--- src/rtl/prod_sched_pkg.sv ---
// Shared definitions for the producer scheduler: FSM state encoding,
// source identifiers, LED bit positions and the modules select codes.
package prod_sched_pkg;

  typedef enum logic [1:0] {
    ST_IDLE  = 2'd0,
    ST_RUN   = 2'd1,
    ST_HOLD  = 2'd2,
    ST_DRAIN = 2'd3
  } state_t;

  typedef enum logic {
    SRC_F = 1'b0,
    SRC_T = 1'b1
  } src_t;

  localparam int LED_RUN   = 0;
  localparam int LED_HOLD  = 1;
  localparam int LED_DRAIN = 2;
  localparam int LED_FIB   = 3;
  localparam int LED_TMR   = 4;
  localparam int LED_ILL   = 5;

  localparam logic [1:0] MOD_NONE = 2'd0;
  localparam logic [1:0] MOD_FIB  = 2'd1;
  localparam logic [1:0] MOD_TMR  = 2'd2;
  localparam logic [1:0] MOD_BOTH = 2'd3;

  // Display select code from the two active flags.
  function automatic logic [1:0] mod_code(input logic fib_act, input logic tmr_act);
    case ({tmr_act, fib_act})
      2'b01:   return MOD_FIB;
      2'b10:   return MOD_TMR;
      2'b11:   return MOD_BOTH;
      default: return MOD_NONE;
    endcase
  endfunction

endpackage

--- src/rtl/prod_sched_rr_arb2.sv ---
// Two-way round-robin arbiter. A lone request is granted directly; when both
// request, the pointer decides. After any advancing grant the pointer moves
// to the source that was not granted.
module rr_arb2
  import prod_sched_pkg::*;
(
  input  logic       clk,
  input  logic       rst,
  input  logic [1:0] req,
  input  logic       advance,
  output logic [1:0] grant
);

  src_t ptr;

  // Grant selection: pointer only matters on a tie.
  always_comb begin
    grant = req;
    if (req == 2'b11) begin
      grant = (ptr == SRC_F) ? 2'b01 : 2'b10;
    end
  end

  // Pointer flips away from whichever source was just served.
  always_ff @(posedge clk) begin
    if (rst) begin
      ptr <= SRC_F;
    end else if (advance && (grant != 2'b00)) begin
      ptr <= grant[0] ? SRC_T : SRC_F;
    end
  end

endmodule

--- src/rtl/prod_sched.sv ---
// Producer scheduler: shares the buffer write port between the fibonacci and
// timer generators through 1-entry hold registers and a round-robin arbiter,
// and sequences run / full-pause / drain.
// Optional build macro PROD_SCHED_STATS_EN adds per-source write counters
// f_count / t_count (16-bit, wrapping, cleared by rst).
//
// state | meaning
// IDLE  | no source active, waiting for a start pulse
// RUN   | generators enabled while their hold is empty, holds drained
// HOLD  | buffer full: generators paused, no writes
// DRAIN | stopped: remaining holds written, wait for buffer and reader idle
module prod_sched
  import prod_sched_pkg::*;
#(
  parameter int DATA_W = 16
) (
  input  logic              clk,
  input  logic              rst,
  input  logic              start_f,
  input  logic              start_t,
  input  logic              stop,
  input  logic              f_valid,
  input  logic [DATA_W-1:0] f_data,
  input  logic              t_valid,
  input  logic [DATA_W-1:0] t_data,
  input  logic              buffer_full,
  input  logic              buffer_empty,
  input  logic              rd_busy,
  output logic              f_en,
  output logic              t_en,
  output logic              wr_en,
  output logic [DATA_W-1:0] wr_data,
  output logic [1:0]        modules,
  output logic [5:0]        led
`ifdef PROD_SCHED_STATS_EN
  ,
  output logic [15:0]       f_count,
  output logic [15:0]       t_count
`endif
);

  state_t            state, state_n;
  logic              active_f, active_t, act_f_n, act_t_n;
  logic              ill_seen, ill_n;
  logic              start_f_q, start_t_q, stop_q;
  logic              sf_p, st_p, stop_p;
  logic              hold_f_full, hold_t_full;
  logic [DATA_W-1:0] hold_f, hold_t;
  logic              wr_ok;
  logic [1:0]        req, grant;

  assign sf_p   = start_f & ~start_f_q;
  assign st_p   = start_t & ~start_t_q;
  assign stop_p = stop & ~stop_q;

  assign f_en  = active_f & ~hold_f_full & (state == ST_RUN);
  assign t_en  = active_t & ~hold_t_full & (state == ST_RUN);
  assign wr_ok = ((state == ST_RUN) || (state == ST_DRAIN)) & ~buffer_full;
  assign req   = {hold_t_full, hold_f_full} & {2{wr_ok}};

  rr_arb2 u_arb (
    .clk     (clk),
    .rst     (rst),
    .req     (req),
    .advance (wr_ok),
    .grant   (grant)
  );

  // Next-state and active-source bookkeeping.
  always_comb begin
    state_n = state;
    act_f_n = active_f;
    act_t_n = active_t;
    ill_n   = ill_seen;
    case (state)
      ST_IDLE: begin
        if (sf_p || st_p) begin
          act_f_n = active_f | sf_p;
          act_t_n = active_t | st_p;
          state_n = ST_RUN;
        end
      end
      ST_RUN: begin
        if (stop_p) begin
          state_n = ST_DRAIN;
        end else begin
          act_f_n = active_f | sf_p;
          act_t_n = active_t | st_p;
          if (buffer_full) state_n = ST_HOLD;
        end
      end
      ST_HOLD: begin
        if (stop_p)            state_n = ST_DRAIN;
        else if (!buffer_full) state_n = ST_RUN;
      end
      ST_DRAIN: begin
        if (!hold_f_full && !hold_t_full && buffer_empty && !rd_busy) begin
          state_n = ST_IDLE;
          act_f_n = 1'b0;
          act_t_n = 1'b0;
        end
      end
      default: begin
        state_n = ST_IDLE;
        ill_n   = 1'b1;
      end
    endcase
  end

  // Control registers and pulse edge detectors.
  always_ff @(posedge clk) begin
    if (rst) begin
      state     <= ST_IDLE;
      active_f  <= 1'b0;
      active_t  <= 1'b0;
      ill_seen  <= 1'b0;
      start_f_q <= 1'b0;
      start_t_q <= 1'b0;
      stop_q    <= 1'b0;
    end else begin
      state     <= state_n;
      active_f  <= act_f_n;
      active_t  <= act_t_n;
      ill_seen  <= ill_n;
      start_f_q <= start_f;
      start_t_q <= start_t;
      stop_q    <= stop;
    end
  end

  // Hold capture and write port. A full hold never captures, so grant-clear
  // and capture of the same hold cannot coincide.
  always_ff @(posedge clk) begin
    if (rst) begin
      hold_f_full <= 1'b0;
      hold_t_full <= 1'b0;
      hold_f      <= '0;
      hold_t      <= '0;
      wr_en       <= 1'b0;
      wr_data     <= '0;
    end else begin
      wr_en <= |grant;
      if (grant[0])      wr_data <= hold_f;
      else if (grant[1]) wr_data <= hold_t;

      if (grant[0]) begin
        hold_f_full <= 1'b0;
      end else if (f_valid && f_en) begin
        hold_f      <= f_data;
        hold_f_full <= 1'b1;
      end

      if (grant[1]) begin
        hold_t_full <= 1'b0;
      end else if (t_valid && t_en) begin
        hold_t      <= t_data;
        hold_t_full <= 1'b1;
      end
    end
  end

  // Status outputs decoded from the registered state.
  always_comb begin
    modules            = mod_code(active_f, active_t);
    led                = '0;
    led[LED_RUN]       = (state == ST_RUN);
    led[LED_HOLD]      = (state == ST_HOLD);
    led[LED_DRAIN]     = (state == ST_DRAIN);
    led[LED_FIB]       = active_f;
    led[LED_TMR]       = active_t;
    led[LED_ILL]       = ill_seen;
  end

`ifdef PROD_SCHED_STATS_EN
  // Per-source write counters, advanced with the write strobe.
  always_ff @(posedge clk) begin
    if (rst) begin
      f_count <= '0;
      t_count <= '0;
    end else begin
      if (grant[0]) f_count <= f_count + 16'd1;
      if (grant[1]) t_count <= t_count + 16'd1;
    end
  end
`endif

endmodule

--- config.mk ---
export PLATFORM = sky130hd
export DESIGN_NAME = prod_sched
export DESIGN_NICKNAME = d
export VERILOG_FILES = /design/src/rtl/prod_sched_pkg.sv /design/src/rtl/prod_sched_rr_arb2.sv /design/src/rtl/prod_sched.sv
export SDC_FILE = /design/constraint.sdc
export NUM_CORES = 1
export LEC_CHECK = 0
export BUFFER_PORTS_ARGS = -buffer_cell sky130_fd_sc_hd__clkbuf_2
export CAP_MARGIN = 20
export CORE_MARGIN = 5
export CORE_UTILIZATION = 35
export CTS_CLUSTER_SIZE = 12
export DETAILED_ROUTE_END_ITERATION = 7
export GPL_TIMING_DRIVEN = 0
export PLACE_DENSITY = 0.67
export SETUP_SLACK_MARGIN = 0.2
export SYNTH_ARGS = -nofsm -noshare
export SYNTH_HDL_FRONTEND = slang
export SYNTH_SLANG_ARGS = --single-unit
export TNS_END_PERCENT = 20
--- constraint.sdc ---
create_clock -name clk -period 3.56 [get_ports clk]
set_input_delay 0.178 -clock clk [delete_from_list [all_inputs] [get_ports clk]]
set_output_delay 0.178 -clock clk [all_outputs]
set_load 0.03 [all_outputs]
# Yosys cells after proc, flatten, opt, wreduce, memory -nomap -nowiden
# Cells that the tools add are included.
[totals] elab_cells=85 ff_bits=59
[classes] reduce_logical=21 bitwise=19 n_eq_ne=12 n_mux=20
[op_table] cell="$mux 16" n=2
[op_table] cell="$mux 2" n=8
[op_table] cell="$eq 2x2->1 const B" n=5
[op_table] cell="$and 1x1->1" n=8
[op_table] cell="$not 1->1" n=8
[op_table] cell="$pmux 2 s4" n=1
[op_table] cell="$reduce_and 4->1" n=2
[op_table] cell="$logic_and 1x1->1" n=6
[op_table] cell="$mux 1" n=6
[op_table] cell="$ne 3x2->1 const B" n=2
[op_table] cell="$pmux 1 s3" n=2
[op_table] cell="$pmux 2 s3" n=1
[op_table] cell="$reduce_or 2->1" n=3
[op_table] cell="$eq 2x1->1 const B" n=2
[op_table] cell="$ne 2x2->1 const B" n=2
[op_table] cell="$reduce_and 2->1" n=2
[op_table] cell="$logic_not 1->1" n=3
[op_table] cell="$reduce_bool 3->1" n=1
[op_table] cell="$and 2x2->2" n=1
[op_table] cell="$logic_not 2->1" n=1
[op_table] cell="$logic_or 1x1->1" n=2
[op_table] cell="$ne 2x1->1 const B" n=1
[op_table] cell="$or 1x1->1" n=2
[op_table] cell="$reduce_bool 2->1" n=1

# Longest topological paths before layout
[logic_depth] depth_word=8 mapped_depth=6 ltp_nobuf=4

# By module
# A second synthesis with hierarchy kept.
[unflattened] cells_unflattened=273 hier_area_um2=2777.7
[modules_own_cells] mod="prod_sched" area_each_um2=2712.6 n_inst=1 cells_per_inst=266
[modules_own_cells] mod="rr_arb2" area_each_um2=65.1 n_inst=1 cells_per_inst=7

# Worst setup path before layout
# No wires, ideal clock.
[synth_timing] path_type="register to register" startpoint="register state[0]" endpoint="register active_t" slack_ns=2.240 arrival_time_ns=1.203 synth_period_minus_slack_ns=1.320 path_stages_with_launch=5 path_cell_list="dfxtp_1 -> buf_4 -> and2_1 -> a41oi_1 -> a22o_1"
[synth_via] elab_chain_cells=3 elab_cells_between_ends=9
[synth_lines] item="start: declaration" line_no="prod_sched.sv:42" source="state_t state, state_n;"
[synth_lines] item="start signal: assignment" line_no="prod_sched.sv:121" source="state <= state_n;"
[synth_lines] item="$eq 2x2->1 *"
[synth_lines] item="via led[2]" line_no="prod_sched.sv:34" source="output logic [5:0] led"
[synth_lines] item="$ne 2x1->1 (no source line) / $reduce_bool 3->1 (equally long branches)"
[synth_lines] item="$reduce_and 4->1 (no source line)"
[synth_lines] item="end signal: assignment" line_no="prod_sched.sv:123" source="active_t <= act_t_n;"
[synth_lines] item="end: declaration" line_no="prod_sched.sv:43" source="logic active_f, active_t, act_f_n, act_t_n;"
# Mark *: on every way through the listed nets, which the timed path passes. The rest lies on a longest branch.
# A chain may end at the register's enable or synchronous reset.

# Worst setup path after layout
[layout_timing] startpoint="register state[1]" endpoint="output f_en"
[layout_via] elab_chain_cells=2
[layout_lines] item="$eq 2x1->1" line_no="prod_sched.sv:56" source="assign f_en = active_f & ~hold_f_full & (state == ST_RUN);"
[layout_lines] item="$and 1x1->1" line_no="prod_sched.sv:56"
[layout_lines] item="end: declaration" line_no="prod_sched.sv:29" source="output logic f_en,"
# Every way passes these cells.

==> qor.yml <==
status: "finished clean"
cts_resized: 0
fin_nets: 422
io_pins: 69
setup_violations: 0
wl_per_cell_um: 14.31
routed_via_density: 5.203
clock-sinks: 59
rsz0062_at_grt: "no"
ctsHoldBuffers: 0
core_area_um2: 7137
skew_ns: 0.007177
n_antenna_cell: 0
max_freq_mhz: 519.5
htree_levels: 3
r2r_setup_slack_ns: 1.96
dr.first_iter.drc_count: 121
io_buffers: 65
grt_pass1_wl_um: 10940
grt_pass1_vias: 2415
synth-edff-count: 0
cp_max_fo: 10
initial_core_util_pct: 35.47
syn_avg_cell_area_um2: 8.326
cts_setup_buffers: 0
cp.arrival_ns: 1.75
drv_cap: 0
track_usage_pct: 15.65
leakagePower_nw: 1.166
synth_area_um2: 2531
first_pass_iters: 4
synth.distinct_cells: 30
worstSetupPathType: "register to output pin"
dieWidth_um: 95.04
cts_buffers: 9
ys.flop_type: "dfxtp_1"
drive_gt1_share_pct: 26.04
gp_congestion: 0.7754
maxSlewViolCount: 0
hold_viol: 0
required_ns: 3.38
ant_nets: 0
yosysWarnings: 0
path_clk_slew_ns: 0.07
drc: 0
netlist_instances: 304
wirelength_um: 6911
dp_hpwl_um: 5270
cts_tree: "yes"
die_h_um: 95.04
tightestPinTransition_ns: 0.5337
worstSetupEndpointType: "output pin"
ys_seq_area_share_pct: 46.66
area_growth_pct: 24.91
dieArea_um2: 9033
period_share_pct: 54.07
cts_root_buf: "clkbuf_8"
synthArstFlopShare_pct: 0
fin_setup_tns_ns: 0
slew_headroom_pct: 64.42
clock_latency_ns: 0.34
ys_seq_elements: 59
num_vias: 2513
antenna_found_initial: 0
vdd_drop_max_mv: 0.1489
fin_crit_ns: 1.925
overflow: 0
power_density_nw_per_um2: 482.7
rows: 31
whs_ns: 0.06655
critPathLaunchType: "register"
hold_class: "input pin to register"
syn_nets: 346
grt_start_max_net_pins: 11
clockBufferDepth: 2
[placed cells by master (no fill, tap or decap)]
cell type and instances:
or2_1 1, a311oi_1 16, xor2_1 1, and2_1 2, buf_4 8, inv_2 3, clkinv_2 4, a211oi_1 1
a21oi_1 52, nand4_1 16, nand3b_1 1, bufinv_16 1, buf_2 6, buf_6 1, nand4bb_2 1, a22o_1 2
nand4bb_1 1, nand3_1 33, a31oi_1 1, nor2b_1 10, clkbuf_2 66, nand2b_1 2, dfxtp_1 59, inv_1 3
nor2_1 4, conb_1 1, clkbuf_1 19, clkbuf_8 9, o21ai_0 44, a41oi_1 1, nor3_1 2, nand2_1 2
o21ai_1 10, clkinvlp_4 1
[worst paths after layout]
check,from,end,cells past startpoint
max,state[1]$_SDFFE_PP0P_,f_en,4
min,f_data[9],hold_f[9]$_SDFFE_PP0P_,3
max reg2reg,hold_f_full$_SDFFE_PP0N_,wr_data[14]$_SDFFE_PP0P_,4
min reg2reg,hold_t[5]$_SDFFE_PP0P_,hold_t[5]$_SDFFE_PP0P_,2
[cells by family (layout without fill, tap and decap cells)]
logic type,after synthesis,after routing,synth area share [%]
simple gates,75,75,16.86
other cells,1,1,0.1482
xor+xnor,1,1,0.3461
flops,59,59,46.66
buf+inv,41,121,7.909
compound gates,127,127,28.08
[power by group]
part           total (W)  switching (W)  internal, W
registers       0.000707      0.0000197     0.000687
clock network   0.000572       0.000258     0.000314
logic           0.000248       0.000159    0.0000891
[synth_stat cells, drive strengths merged, types with 2 or more instances]
cell	n	area (um2)
nand2b	2	12.51
inv	6	22.52
o21ai	54	270.3
a22o	2	17.52
nand2	2	7.510
a311oi	16	140.1
nor2	4	15.01
dfxtp	59	1181
nor2b	10	62.56
nor3	2	10.01
a21oi	52	260.3
buf	15	101.4
clkbuf	20	76.32
nand3	33	165.2
nand4bb	2	27.53
nand4	16	100.1
and2	2	12.51
[routing by layer]
layer / share of wire, % / vias up / track usage, % / routed length (um)
li1: - / 1275 / - / -
met1: 43 / 1164 / 19.29 / 2982
met3: 5.8 / 12 / 3.078 / 402
met4: 1.6 / 0 / 6.490 / 112
met2: 49 / 62 / 26.66 / 3413
met5: 0 / - / 0 / 0
[worst max-delay path, stage by stage, from the launching register on]
cell and delay [ns]:
dfxtp_1 0.38, nand4bb_2 0.40, inv_2 0.22, buf_4 0.19, clkbuf_2 0.21
[flip-flops by register name, indices dropped and copies added, names as in the netlist]
register     flops
u_arb.ptr        1
hold_f_full      1
active_t         1
active_f         1
hold_f          16
state            2
hold_t_full      1
wr_en            1
hold_t          16
wr_data         16
start_t_q        1
stop_q           1
start_f_q        1
[metrics by stage]
stage / instance area [um2] / total power [W] / cells / util (%) / setup WS [ns]
floorplan: 2531 / 0.0008895 / 304 / - / 2.240
global placement: 2980 / 0.0009642 / 468 / 41.76 / 2.001
detailed placement: 2980 / 0.0009693 / 468 / 41.76 / 1.984
CTS: 3162 / 0.001536 / 483 / 44.30 / 1.621
global route: 3162 / 0.001590 / 483 / 44.30 / 1.472
finish: 3162 / 0.001526 / 483 / 44.30 / 1.635
[layout make-up]
type,instances,area (um2)
Buffer,35,177.7
Clock buffer,9,123.9
Clock inverter,6,57.56
Fill cell,762,3975
Inverter,6,22.52
Multi-Input combinational cell,204,1150
Sequential cell,59,1181
Tap cell,99,123.9
Timing Repair Buffer,65,325.3
(Power assumes the default switching activity.)
